**config.mk**
```make
export PLATFORM = sky130hd
export DESIGN_NAME = alu_scheduler_flat
export DESIGN_NICKNAME = d
export VERILOG_FILES = /design/src/rtl/alu_scheduler_if.sv /design/src/rtl/alu_scheduler.sv /design/src/flat_wrapper.sv
export SDC_FILE = /design/constraint.sdc
export NUM_CORES = 1
export LEC_CHECK = 0
export BUFFER_PORTS_ARGS = -buffer_cell sky130_fd_sc_hd__buf_2
export CORE_ASPECT_RATIO = 1.4
export CORE_UTILIZATION = 28
export CTS_CLUSTER_SIZE = 12
export DETAILED_ROUTE_END_ITERATION = 10
export GPL_ROUTABILITY_DRIVEN = 0
export PLACE_DENSITY_LB_ADDON = 0.12
export SETUP_SLACK_MARGIN = 0.4
export SKIP_CTS_REPAIR_TIMING = 1
export SLEW_MARGIN = 5
export SYNTH_ARGS = -nofsm -noshare
export SYNTH_HDL_FRONTEND = slang
export SYNTH_SLANG_ARGS = --single-unit
```
**constraint.sdc**
```tcl
create_clock -name clk -period 1.4 [get_ports clk]
set_input_delay 0.21 -clock clk [delete_from_list [all_inputs] [get_ports clk]]
set_output_delay 0.21 -clock clk [all_outputs]
set_load 0.02 [all_outputs]
```
**src/rtl/alu_scheduler_if.sv**
```systemverilog
// Bundle of request, response and shared-ALU signals for alu_scheduler.
// The master side is the requesters plus the external combinational ALU; the slave side is the scheduler.
interface alu_scheduler_if;
  logic       req_valid0;
  logic       req_valid1;
  logic [2:0] req_s0;
  logic [2:0] req_s1;
  logic [3:0] req_a0;
  logic [3:0] req_b0;
  logic [3:0] req_a1;
  logic [3:0] req_b1;
  logic       req_ready0;
  logic       req_ready1;
  logic       rsp_valid0;
  logic       rsp_valid1;
  logic       rsp_ready0;
  logic       rsp_ready1;
  logic [7:0] rsp_data;
  logic [2:0] alu_s;
  logic [3:0] alu_a;
  logic [3:0] alu_b;
  logic [7:0] alu_out;
  logic       busy;
  logic [7:0] ops_done;

  modport master (
    output req_valid0, req_valid1, req_s0, req_s1,
    output req_a0, req_b0, req_a1, req_b1,
    output rsp_ready0, rsp_ready1, alu_out,
    input  req_ready0, req_ready1, rsp_valid0, rsp_valid1,
    input  rsp_data, alu_s, alu_a, alu_b, busy, ops_done
  );

  modport slave (
    input  req_valid0, req_valid1, req_s0, req_s1,
    input  req_a0, req_b0, req_a1, req_b1,
    input  rsp_ready0, rsp_ready1, alu_out,
    output req_ready0, req_ready1, rsp_valid0, rsp_valid1,
    output rsp_data, alu_s, alu_a, alu_b, busy, ops_done
  );
endinterface

```
**src/rtl/alu_scheduler.sv**
```systemverilog
// Two-requester round-robin scheduler for one shared combinational ALU.
// One operation is in flight at a time: IDLE grants, EXEC waits ALU_LAT cycles, RESP holds the result.
module alu_scheduler #(
  parameter int ALU_LAT = 1
) (
  input logic            clk,
  input logic            rst,
  alu_scheduler_if.slave bus
);

  typedef enum logic [1:0] {
    IDLE = 2'b00,
    EXEC = 2'b01,
    RESP = 2'b10
  } state_t;

  // ALU_LAT is meaningful in 1..4, so the countdown fits in two bits.
  localparam logic [1:0] LAT_LOAD = 2'(ALU_LAT - 1);

  state_t     state_q, state_d;
  logic       prio_q, prio_d;
  logic       owner_q, owner_d;
  logic [2:0] op_s_q, op_s_d;
  logic [3:0] op_a_q, op_a_d;
  logic [3:0] op_b_q, op_b_d;
  logic [1:0] lat_q, lat_d;
  logic [7:0] rsp_data_q, rsp_data_d;
  logic [7:0] ops_done_q, ops_done_d;
  logic       grant1;

  // Requester 1 wins when it is alone or when both are valid and it holds priority.
  assign grant1 = bus.req_valid1 && (!bus.req_valid0 || prio_q);

  always_comb begin
    state_d        = state_q;
    prio_d         = prio_q;
    owner_d        = owner_q;
    op_s_d         = op_s_q;
    op_a_d         = op_a_q;
    op_b_d         = op_b_q;
    lat_d          = lat_q;
    rsp_data_d     = rsp_data_q;
    ops_done_d     = ops_done_q;
    bus.req_ready0 = 1'b0;
    bus.req_ready1 = 1'b0;
    bus.rsp_valid0 = 1'b0;
    bus.rsp_valid1 = 1'b0;
    bus.alu_s      = 3'd0;
    bus.alu_a      = 4'd0;
    bus.alu_b      = 4'd0;

    case (state_q)
      IDLE: begin
        bus.req_ready0 = bus.req_valid0 && !grant1;
        bus.req_ready1 = grant1;
        if (bus.req_valid0 || bus.req_valid1) begin
          owner_d = grant1;
          prio_d  = !grant1;
          op_s_d  = grant1 ? bus.req_s1 : bus.req_s0;
          op_a_d  = grant1 ? bus.req_a1 : bus.req_a0;
          op_b_d  = grant1 ? bus.req_b1 : bus.req_b0;
          lat_d   = LAT_LOAD;
          state_d = EXEC;
        end
      end

      EXEC: begin
        bus.alu_s = op_s_q;
        bus.alu_a = op_a_q;
        bus.alu_b = op_b_q;
        if (lat_q == 2'd0) begin
          rsp_data_d = bus.alu_out;
          state_d    = RESP;
        end else begin
          lat_d = lat_q - 2'd1;
        end
      end

      RESP: begin
        bus.rsp_valid0 = !owner_q;
        bus.rsp_valid1 = owner_q;
        // Only the owner's ready can close the response.
        if (owner_q ? bus.rsp_ready1 : bus.rsp_ready0) begin
          ops_done_d = ops_done_q + 8'd1;
          state_d    = IDLE;
        end
      end

      default: state_d = IDLE;
    endcase
  end

  always_ff @(posedge clk) begin
    if (rst) begin
      state_q    <= IDLE;
      prio_q     <= 1'b0;
      owner_q    <= 1'b0;
      op_s_q     <= 3'd0;
      op_a_q     <= 4'd0;
      op_b_q     <= 4'd0;
      lat_q      <= 2'd0;
      rsp_data_q <= 8'd0;
      ops_done_q <= 8'd0;
    end else begin
      state_q    <= state_d;
      prio_q     <= prio_d;
      owner_q    <= owner_d;
      op_s_q     <= op_s_d;
      op_a_q     <= op_a_d;
      op_b_q     <= op_b_d;
      lat_q      <= lat_d;
      rsp_data_q <= rsp_data_d;
      ops_done_q <= ops_done_d;
    end
  end

  assign bus.busy     = (state_q != IDLE);
  assign bus.rsp_data = rsp_data_q;
  assign bus.ops_done = ops_done_q;

endmodule

```
**src/flat_wrapper.sv**
```systemverilog
// flat-port wrapper written by rule: the top's interface ports become plain ports
module alu_scheduler_flat 
#(
  parameter int ALU_LAT = 1
)
  (clk, rst, bus_req_valid0, bus_req_valid1, bus_req_s0, bus_req_s1, bus_req_a0, bus_req_b0, bus_req_a1, bus_req_b1, bus_rsp_ready0, bus_rsp_ready1, bus_alu_out, bus_req_ready0, bus_req_ready1, bus_rsp_valid0, bus_rsp_valid1, bus_rsp_data, bus_alu_s, bus_alu_a, bus_alu_b, bus_busy, bus_ops_done);
  alu_scheduler_if bus_i ();
  input logic clk;
  input logic rst;
  input wire logic [$bits(bus_i.req_valid0)-1:0] bus_req_valid0;
  input wire logic [$bits(bus_i.req_valid1)-1:0] bus_req_valid1;
  input wire logic [$bits(bus_i.req_s0)-1:0] bus_req_s0;
  input wire logic [$bits(bus_i.req_s1)-1:0] bus_req_s1;
  input wire logic [$bits(bus_i.req_a0)-1:0] bus_req_a0;
  input wire logic [$bits(bus_i.req_b0)-1:0] bus_req_b0;
  input wire logic [$bits(bus_i.req_a1)-1:0] bus_req_a1;
  input wire logic [$bits(bus_i.req_b1)-1:0] bus_req_b1;
  input wire logic [$bits(bus_i.rsp_ready0)-1:0] bus_rsp_ready0;
  input wire logic [$bits(bus_i.rsp_ready1)-1:0] bus_rsp_ready1;
  input wire logic [$bits(bus_i.alu_out)-1:0] bus_alu_out;
  output wire logic [$bits(bus_i.req_ready0)-1:0] bus_req_ready0;
  output wire logic [$bits(bus_i.req_ready1)-1:0] bus_req_ready1;
  output wire logic [$bits(bus_i.rsp_valid0)-1:0] bus_rsp_valid0;
  output wire logic [$bits(bus_i.rsp_valid1)-1:0] bus_rsp_valid1;
  output wire logic [$bits(bus_i.rsp_data)-1:0] bus_rsp_data;
  output wire logic [$bits(bus_i.alu_s)-1:0] bus_alu_s;
  output wire logic [$bits(bus_i.alu_a)-1:0] bus_alu_a;
  output wire logic [$bits(bus_i.alu_b)-1:0] bus_alu_b;
  output wire logic [$bits(bus_i.busy)-1:0] bus_busy;
  output wire logic [$bits(bus_i.ops_done)-1:0] bus_ops_done;
  assign bus_i.req_valid0 = bus_req_valid0;
  assign bus_i.req_valid1 = bus_req_valid1;
  assign bus_i.req_s0 = bus_req_s0;
  assign bus_i.req_s1 = bus_req_s1;
  assign bus_i.req_a0 = bus_req_a0;
  assign bus_i.req_b0 = bus_req_b0;
  assign bus_i.req_a1 = bus_req_a1;
  assign bus_i.req_b1 = bus_req_b1;
  assign bus_i.rsp_ready0 = bus_rsp_ready0;
  assign bus_i.rsp_ready1 = bus_rsp_ready1;
  assign bus_i.alu_out = bus_alu_out;
  assign bus_req_ready0 = bus_i.req_ready0;
  assign bus_req_ready1 = bus_i.req_ready1;
  assign bus_rsp_valid0 = bus_i.rsp_valid0;
  assign bus_rsp_valid1 = bus_i.rsp_valid1;
  assign bus_rsp_data = bus_i.rsp_data;
  assign bus_alu_s = bus_i.alu_s;
  assign bus_alu_a = bus_i.alu_a;
  assign bus_alu_b = bus_i.alu_b;
  assign bus_busy = bus_i.busy;
  assign bus_ops_done = bus_i.ops_done;
  alu_scheduler #(.ALU_LAT(ALU_LAT)) u_core (.clk(clk), .rst(rst), .bus(bus_i));
endmodule
```
==> results.toml <==
[power]
switching_share_pct = 27.8
seq_power_share_pct = 37.7
p_sw_mw = 0.790
p_total_mw = 2.85
power.leakage_nw = 1.14
clkPwrFrac_pct = 34.9
vdd.ir_drop.worst_uv = 716
p_per_area_nw_per_um2 = 1050
p_int_mw = 2.06
combinationalPowerShare_pct = 27.4

[clock_tree]
path_clk_slew_ns = 0.07
htree_levels = 2
clock_sinks = 33
clockBufferDepth = 2
numCtsBuffers = 5
tritoncts = "yes"
cts-root-buf = "clkbuf_8"
clk_latency_ns = 0.28

[logic_synthesis]
yosys_warnings = 0
synthDistinctLibCells = 34
syn_area_per_cell_um2 = 8.25
seq_area_frac_synth_pct = 44.0
syn_area_um2 = 1500
synthesis.nets = 220
synth-seq-cells = 33
syn_inst = 182

[worst_setup_path]
r2r_end = "u_core.bus.ops_done[7]$_SDFFE_PP0P_"
crit_path_max_incr_delay_ns = 0.39
cp-startpoint = "u_core.state_q[0]$_SDFFE_PP0P_"
cpMaxStageDelayCell = "dfxtp_4"
r2r_cells = 5
reg2reg_from = "u_core.state_q[1]$_SDFFE_PP0P_"
crit_chain = "nor2b_4, buf_12, and2_4, buf_6"
crit_path_start_kind = "register"
end_kind = "primary output"
crit_required_ns = 1.19
crit_type = "register to primary output"
path_max_fanout = 9
rrSetupSlack_ns = 0.06
endpoint = "bus_alu_s[0]"
crit_arrival_ns = 1.23

[route]
drtIter0Drc = 81
postRouteAntennaNets = 0
routedWlPerCell_um = 12.5
first_pass_iters = 7
avgViaCountPerCell = 4.76
wl_um = 4230
post-route-drc-count = 0
vias = 1610

[timing]
fin_crit_ns = 1.44
finalSetupViolations = 13
setup_slack_ns = -0.0376
fmax_mhz = 696
timing.final.crit_share_pct = 103
worstMarginPinSlew_ns = 0.568
slew_headroom_pct = 62.2
final-hold-violation-count = 0
finalSetupTns_ns = -0.409
fin_worst_skew_ns = 0.00624
slew_viol_final = 0
rsz0062_at_grt = "yes"

[global_routing]
grt_overflow = 0
first_global_vias = 1361
grt_pass1_wl_um = 6250
antenna_found_initial = 0
grt_max_degree = 26
grt.total_usage_pct = 14.2

[die]
dieWidth_um = 63.9
start_util_pct = 29.1
dieHeight_um = 88.6
die-area_um2 = 5660
num_io_pins = 68
core_area_um2 = 5160
fp-row-count = 31

[layout]
mostFrequentLayoutCells = "buf_2 (35), buf_4 (29), buf_6 (27)"
final_common_cell = "buf_2"
final_cell_count_no_fill = 338
syn_to_final_growth_pct = 81.1
antenna_cells = 0
fin_area_um2 = 2720
layout-drive-gt1-share_pct = 64.0
nets = 309

[placed_design]
dp.cells = 310
post_dp_cell_area_um2 = 2100
port_buffers = 67
dpl.hpwl_um = 2890

[run_status]
violations = "negative setup slack"
outcome = "complete, but fails checks"

[worst_hold_path]
hold_path.class = "primary input to register"

[flow_run]
cap_violations = 0
## final cells by class
type,count,area [um2]
Sequential cell,33,707
Tap cell,66,82.6
Timing Repair Buffer,94,762
Clock buffer,6,93.8
Multi-Input combinational cell,134,1030
Clock inverter,2,35.0
Inverter,3,11.3
Fill cell,499,2440
## worst min path at each step
stage	to	from	slack (ns)	cells past startpoint
finish	u_core.bus.rsp_data[1]$_SDFFE_PP0P_	bus_alu_out[1]	0.17	3
global route	u_core.bus.rsp_data[3]$_SDFFE_PP0P_	bus_alu_out[3]	0.15	3
CTS	u_core.bus.rsp_data[7]$_SDFFE_PP0P_	bus_alu_out[7]	0.16	3
detailed placement	u_core.bus.rsp_data[0]$_SDFFE_PP0P_	u_core.bus.rsp_data[0]$_SDFFE_PP0P_	0.45	2
global placement	u_core.bus.rsp_data[7]$_SDFFE_PP0P_	u_core.bus.rsp_data[7]$_SDFFE_PP0P_	0.44	2
floorplan	u_core.bus.rsp_data[0]$_SDFFE_PP0P_	bus_alu_out[0]	0.36	2
## power by group through the flow
stage / clock (mW) / combinational, mW / sequential [mW]
6_report: 0.993 / 0.779 / 1.07
5_1_grt: 1.07 / 0.841 / 1.08
4_1_cts: 1.03 / 0.555 / 1.07
3_5_place_dp: 0 / 0.552 / 1.09
3_3_place_gp: 0 / 0.552 / 1.09
2_1_floorplan: 0 / 0.369 / 1.10
## registers in the layout (all words and copies together), names as in the netlist
signal and flops:
u_core.bus.ops_done 8, u_core.bus.rsp_data 8, u_core.lat_q 2, u_core.op_a_q 4, u_core.op_b_q 4, u_core.op_s_q 3
u_core.owner_q 1, u_core.prio_q 1, u_core.state_q 2
## metrics by stage
stage | worst slack [ns] | util (%) | hold slack, ns
2_1_floorplan | 0.0751 | - | 0.358
3_3_place_gp | 0.165 | 40.8 | 0.442
3_5_place_dp | 0.126 | 40.8 | 0.448
4_1_cts | -0.189 | 43.3 | 0.159
5_1_grt | -0.106 | 52.7 | 0.154
6_report | -0.0376 | 52.7 | 0.166
## worst max-delay path, delay by kind of cell, from the launching register on
family	cells	cell delay, ns
DFF	1	0.39
buffers and inverters	2	0.24
and+or+nand+nor	2	0.32
## metal layers
metal  global-route usage, %  share of wire, %
met5                       0                 0
met1                    16.4                41
met2                    25.2                53
met4                    4.96               1.2
met3                    3.74               4.8
## logic make-up after synthesis
family          after synthesis  synth area share, %
xor+xnor                      6                 3.50
fa+ha+maj                     2                 1.67
flops                        33                 44.0
simple gates                 91                 29.8
buf+inv                      15                 4.67
compound gates               33                 14.9
mux                           2                 1.42
## synth_stat cells, drive strengths merged
cell / count / share of area [%]
o211ai: 2 / 1.0
o21a: 1 / 0.50
or3: 3 / 1.3
mux2: 1 / 0.75
a21oi: 15 / 5.0
dfxtp: 33 / 44
buf: 4 / 1.8
o21ai: 3 / 1.0
inv: 3 / 0.75
nor2: 21 / 5.3
nand3: 19 / 6.3
nand2b: 3 / 1.3
mux2i: 1 / 0.67
xor2: 3 / 1.8
and4b: 1 / 0.67
and2: 12 / 5.0
nor3: 2 / 0.67
nand4: 1 / 0.42
nand3b: 1 / 0.50
ha: 2 / 1.7
a311oi: 6 / 3.5
xnor2: 3 / 1.8
clkbuf: 8 / 2.1
a222oi: 5 / 3.3
nand2: 21 / 5.3
nor2b: 2 / 0.83
and3: 5 / 2.4
a2111oi: 1 / 0.58
Power figures use the tool's default switching activity.
